--- src/rtl/wb_arbiter_rvseed.sv ---
// Writeback arbiter and scoreboard for RVSEED: merges ALU, LSU and MDU results onto
// the single register-file write port and tracks destinations of outstanding long ops.
module wb_arbiter_rvseed #(
   parameter int unsigned CPU_WIDTH      = 32,
   parameter int unsigned REG_ADDR_WIDTH = 5,
   parameter int unsigned STARVE_LIMIT   = 4
) (
   input  logic                      clk,
   input  logic                      rst,
   input  logic                      alu_wen,
   input  logic [REG_ADDR_WIDTH-1:0] alu_waddr,
   input  logic [CPU_WIDTH-1:0]      alu_wdata,
   input  logic                      lsu_valid,
   output logic                      lsu_ready,
   input  logic [REG_ADDR_WIDTH-1:0] lsu_waddr,
   input  logic [CPU_WIDTH-1:0]      lsu_wdata,
   input  logic                      mdu_valid,
   output logic                      mdu_ready,
   input  logic [REG_ADDR_WIDTH-1:0] mdu_waddr,
   input  logic [CPU_WIDTH-1:0]      mdu_wdata,
   input  logic                      iss_long_valid,
   input  logic [REG_ADDR_WIDTH-1:0] iss_long_waddr,
   input  logic [REG_ADDR_WIDTH-1:0] rs1_addr,
   input  logic [REG_ADDR_WIDTH-1:0] rs2_addr,
   input  logic [REG_ADDR_WIDTH-1:0] rd_addr,
   output logic                      rs1_busy,
   output logic                      rs2_busy,
   output logic                      rd_busy,
   output logic                      wb_stall,
   output logic                      reg_wen,
   output logic [REG_ADDR_WIDTH-1:0] reg_waddr,
   output logic [CPU_WIDTH-1:0]      reg_wdata
);

   localparam int unsigned NUM_REGS = 1 << REG_ADDR_WIDTH;
   localparam int unsigned CNT_W    = 4;

   logic [NUM_REGS-1:0]       pending_q, pending_d;
   logic                      rr_ptr_q, rr_ptr_d;
   logic [CNT_W-1:0]          starve_cnt_q, starve_cnt_d;
   logic                      reg_wen_q, reg_wen_d;
   logic [REG_ADDR_WIDTH-1:0] reg_waddr_q, reg_waddr_d;
   logic [CPU_WIDTH-1:0]      reg_wdata_q, reg_wdata_d;
   logic                      out_long_q, out_long_d;

   logic                      stall;
   logic                      alu_req, lsu_req, mdu_req;
   logic                      grant_alu, grant_lsu, grant_mdu, grant_long;
   logic [REG_ADDR_WIDTH-1:0] win_addr;
   logic [CPU_WIDTH-1:0]      win_data;

   // Stall comes from the saturated counter, so the starved source is guaranteed the port.
   assign stall   = !rst && (starve_cnt_q == CNT_W'(STARVE_LIMIT));
   assign alu_req = alu_wen && (alu_waddr != '0) && !stall;
   assign lsu_req = lsu_valid && !rst;
   assign mdu_req = mdu_valid && !rst;

   // Single-winner grant: ALU first, then LSU/MDU round-robin.
   always_comb begin
      grant_alu = 1'b0;
      grant_lsu = 1'b0;
      grant_mdu = 1'b0;
      win_addr  = '0;
      win_data  = '0;
      if (alu_req) begin
         grant_alu = 1'b1;
      end else if (lsu_req && mdu_req) begin
         grant_lsu = !rr_ptr_q;
         grant_mdu = rr_ptr_q;
      end else begin
         grant_lsu = lsu_req;
         grant_mdu = mdu_req;
      end
      if (grant_alu) begin
         win_addr = alu_waddr;
         win_data = alu_wdata;
      end else if (grant_lsu) begin
         win_addr = lsu_waddr;
         win_data = lsu_wdata;
      end else if (grant_mdu) begin
         win_addr = mdu_waddr;
         win_data = mdu_wdata;
      end
   end

   assign grant_long = grant_lsu || grant_mdu;

   // Next-state for output register, round-robin pointer, starvation counter, scoreboard.
   always_comb begin
      reg_wen_d    = 1'b0;
      reg_waddr_d  = reg_waddr_q;
      reg_wdata_d  = reg_wdata_q;
      out_long_d   = grant_long;
      rr_ptr_d     = rr_ptr_q;
      starve_cnt_d = starve_cnt_q;
      pending_d    = pending_q;

      if ((grant_alu || grant_long) && (win_addr != '0)) begin
         reg_wen_d   = 1'b1;
         reg_waddr_d = win_addr;
         reg_wdata_d = win_data;
      end

      if (grant_long) begin
         rr_ptr_d = !rr_ptr_q;
      end

      if (grant_long || !(lsu_valid || mdu_valid)) begin
         starve_cnt_d = '0;
      end else if (starve_cnt_q != CNT_W'(STARVE_LIMIT)) begin
         starve_cnt_d = starve_cnt_q + CNT_W'(1);
      end

      // Clear first so a same-cycle re-issue to the same register wins.
      if (reg_wen_q && out_long_q) begin
         pending_d[reg_waddr_q] = 1'b0;
      end
      if (iss_long_valid && (iss_long_waddr != '0)) begin
         pending_d[iss_long_waddr] = 1'b1;
      end
      pending_d[0] = 1'b0;
   end

   always_ff @(posedge clk) begin
      if (rst) begin
         pending_q    <= '0;
         rr_ptr_q     <= 1'b0;
         starve_cnt_q <= '0;
         reg_wen_q    <= 1'b0;
         reg_waddr_q  <= '0;
         reg_wdata_q  <= '0;
         out_long_q   <= 1'b0;
      end else begin
         pending_q    <= pending_d;
         rr_ptr_q     <= rr_ptr_d;
         starve_cnt_q <= starve_cnt_d;
         reg_wen_q    <= reg_wen_d;
         reg_waddr_q  <= reg_waddr_d;
         reg_wdata_q  <= reg_wdata_d;
         out_long_q   <= out_long_d;
      end
   end

   assign lsu_ready = lsu_req && grant_lsu;
   assign mdu_ready = mdu_req && grant_mdu;
   assign wb_stall  = stall;
   assign reg_wen   = reg_wen_q;
   assign reg_waddr = reg_waddr_q;
   assign reg_wdata = reg_wdata_q;

   assign rs1_busy = (rs1_addr != '0) && pending_q[rs1_addr];
   assign rs2_busy = (rs2_addr != '0) && pending_q[rs2_addr];
   assign rd_busy  = (rd_addr  != '0) && pending_q[rd_addr];

endmodule
--- config.mk ---
export PLATFORM = sky130hd
export DESIGN_NAME = wb_arbiter_rvseed
export DESIGN_NICKNAME = d
export VERILOG_FILES = /design/src/rtl/wb_arbiter_rvseed.sv
export SDC_FILE = /design/constraint.sdc
export NUM_CORES = 1
export LEC_CHECK = 0
export BUFFER_PORTS_ARGS = -buffer_cell sky130_fd_sc_hd__buf_2
export CELL_PAD_IN_SITES_DETAIL_PLACEMENT = 1
export CELL_PAD_IN_SITES_GLOBAL_PLACEMENT = 2
export CORE_MARGIN = 2
export CORE_UTILIZATION = 25
export DETAILED_ROUTE_END_ITERATION = 8
export PLACE_DENSITY = 0.74
export SLEW_MARGIN = 20
export SYNTH_ARGS = -nofsm -noshare
export SYNTH_HDL_FRONTEND = slang
export SYNTH_SLANG_ARGS = --single-unit
--- constraint.sdc ---
create_clock -name clk -period 2.35 [get_ports clk]
set_input_delay 0.3525 -clock clk [delete_from_list [all_inputs] [get_ports clk]]
set_output_delay 0.3525 -clock clk [all_outputs]
set_load 0.02 [all_outputs]
==> impl_metrics.ini <==
[timing]
fmax_mhz = 419
hold_viol = 0
hold_ws_ns = 0.378
finalSetupViolations = 3
worst_pin_slew_ns = 0.845
period_share_pct = 102
period_minus_slack_ns = 2.39
rsz0062_at_grt = true
maxSlewHeadroom_pct = 43.4
drv_slew = 0
tns_ns = -0.0902
fin_ws_ns = -0.0383
finClkSkew_ns = 0.00880

[logic_synthesis]
synthArstFlopShare_pct = 0
synth_top_family_by_area = compound AO/OA/AOI/OAI gates
ys_ff_latch = 75
yosys.area_share.adder_pct = 0.535
muxShareOfSynthArea_pct = 20.5
synth_ff_type = dfxtp_1
synth_nets = 658
synth_warnings = 0
ys_types = 40
synthCells = 519
avgSynthCellArea_um2 = 9.02
ys_seq_area_share_pct = 32.1
synthXorXnorAreaFrac_pct = 0.561
synth-compound-area-share_pct = 24.2
synth_edf_count = 0
yosys.area_share.simple_pct = 17.5
synth_area_um2 = 4680

[clock_network]
clk_pin_slew_worst_paths_ns = 0.05
cts_tree = done
cts_root_buf = clkbuf_16
numCtsBuffers = 9
cts.sinks = 75
clk_path_buf_depth = 2
clkLatencyLatePin_ns = 0.34
htreeDepth = 3

[grt]
grt_pass1_vias = 5145
antenna_found_initial = 2
grt_overflow = 0
grtUsageTotal_pct = 17.9
grt_max_degree = 119
grt_pass1_wl_mm = 27.6

[detailed_routing]
avgRoutedWirePerCell_um = 19.4
drc_errors = 0
drtIter0Drc = 239
via_count = 4916
ant_nets = 0
vias_per_cell = 5.31
first_pass_iters = 4
wirelength_mm = 17.9

[floorplanning]
start_util_pct = 25.3
core_um2 = 18500
fp.dieH_um = 141
rows = 50
die_x_um = 141
dieArea_um2 = 19800
io_pins = 181

[placement]
dp_hpwl_mm = 13.7
gp_congestion = 0.875
dpl_worst_slack_ns = -0.0353
io_buffers = 180
placed_cells = 912
dpl_cell_area_um2 = 5940

[power]
leakage_nw = 2.55
finalPower_mw = 3.54
powerDensity_nw_per_um2 = 566
ir_drop_mv = 0.372

[layout]
final_cells = 926
design_area_um2 = 6250
area_growth_pct = 33.7
postLayoutCoreUtil_pct = 33.8
final_nets = 829
final_cell_mix = buf_2 (175), dfxtp_1 (63), nor2_1 (47)
drive_gt1_share_pct = 38.8
final_common_cell = buf_2

[job]
max_cap_viol_count = 0

[worst_setup_path]
cp-start-kind = register
criticalPathCategory = register to output pin
required_ns = 2.00
worst_setup_path_end_kind = output pin
crit_path_max_fanout = 4
arrival_ns = 2.04

[outcome]
violations = negative setup slack
outcome = complete, but fails checks

[min_path]
hold_class = input port to register
==> worst max-delay path, stage by stage, from the launching register on <==
cell and delay [ns]:
dfxtp_2 0.34, mux4_2 0.47, mux4_2 0.48, mux2_2 0.28, buf_6 0.13
==> final timing paths <==
path	start	to	slack, ns	cells past startpoint
hold / removal	alu_waddr[2]	reg_waddr[2]$_SDFFE_PP0P_	0.38	3
setup reg to reg	rr_ptr_q$_SDFFE_PP0P_	reg_wdata[9]$_SDFFE_PP0P_	0.23	8
hold reg to reg	reg_wdata[26]$_SDFFE_PP0P_	reg_wdata[26]$_SDFFE_PP0P_	0.47	2
setup / recovery	pending_q[7]$_SDFF_PP0_	rs1_busy	-0.04	4
==> layer usage <==
metal,track usage [%],up-vias,wire length (µm)
li1,-,2290,-
met1,20.5,2382,7210
met2,31.0,201,8770
met3,6.18,41,1470
met4,6.63,2,471
met5,0,-,4
==> power breakdown <==
part           switching, mW  internal [mW]  total (mW)
logic                  0.475          0.374       0.849
clock network          0.522          0.750        1.27
registers             0.0649           1.35        1.42
total                   1.06           2.48        3.54
==> synth_stat cells (5+ instances only) <==
master    number  share of area, %
a211o_1       32               6.0
a21oi_1       39               4.2
a32oi_1       37               6.9
buf_1          5              0.40
clkbuf_1      34               2.7
dfxtp_1       75                32
mux2_2         6               1.4
mux2i_1       35               7.5
mux4_2        24                12
nand2_1       45               3.6
nand2b_1      33               4.4
nor2_1        47               3.8
nor2b_1        7              0.94
nor3b_1        5              0.80
o21ai_0       42               4.5
==> registers in the layout (all words and copies together) (netlist names) <==
register,flops
reg_waddr,5
pending_q,31
starve_cnt_q,4
reg_wdata,32
reg_wen,1
rr_ptr_q,1
out_long_q,1
==> cell type report <==
| cell class | count | area, µm² |
|---|---|---|
| Tap cell | 234 | 293 |
| Inverter | 3 | 11.3 |
| Multi-Input combinational cell | 395 | 2990 |
| Antenna cell | 1 | 2.50 |
| Fill cell | 2232 | 12300 |
| Sequential cell | 75 | 1520 |
| Clock buffer | 12 | 256 |
| Timing Repair Buffer | 206 | 1180 |
==> what timing repair did <==
action | CTS | global route
gates resized for setup | 15 | 7
endpoints found under the hold margin | 0 | 0
endpoints found under the setup margin | 3 | 5
setup buffers | 0 | 1
hold buffers | 0 | 0
pin swaps | 0 | 1
==> cell families after synthesis <==
group | after synthesis
AO/OA/AOI/OAI | 163
flip-flops | 75
XOR/XNOR | 3
multiplexers | 65
AND/OR/NAND/NOR | 162
adder cells (fa/ha/maj) | 2
buffers and inverters | 49
(Power assumes the default switching activity.)
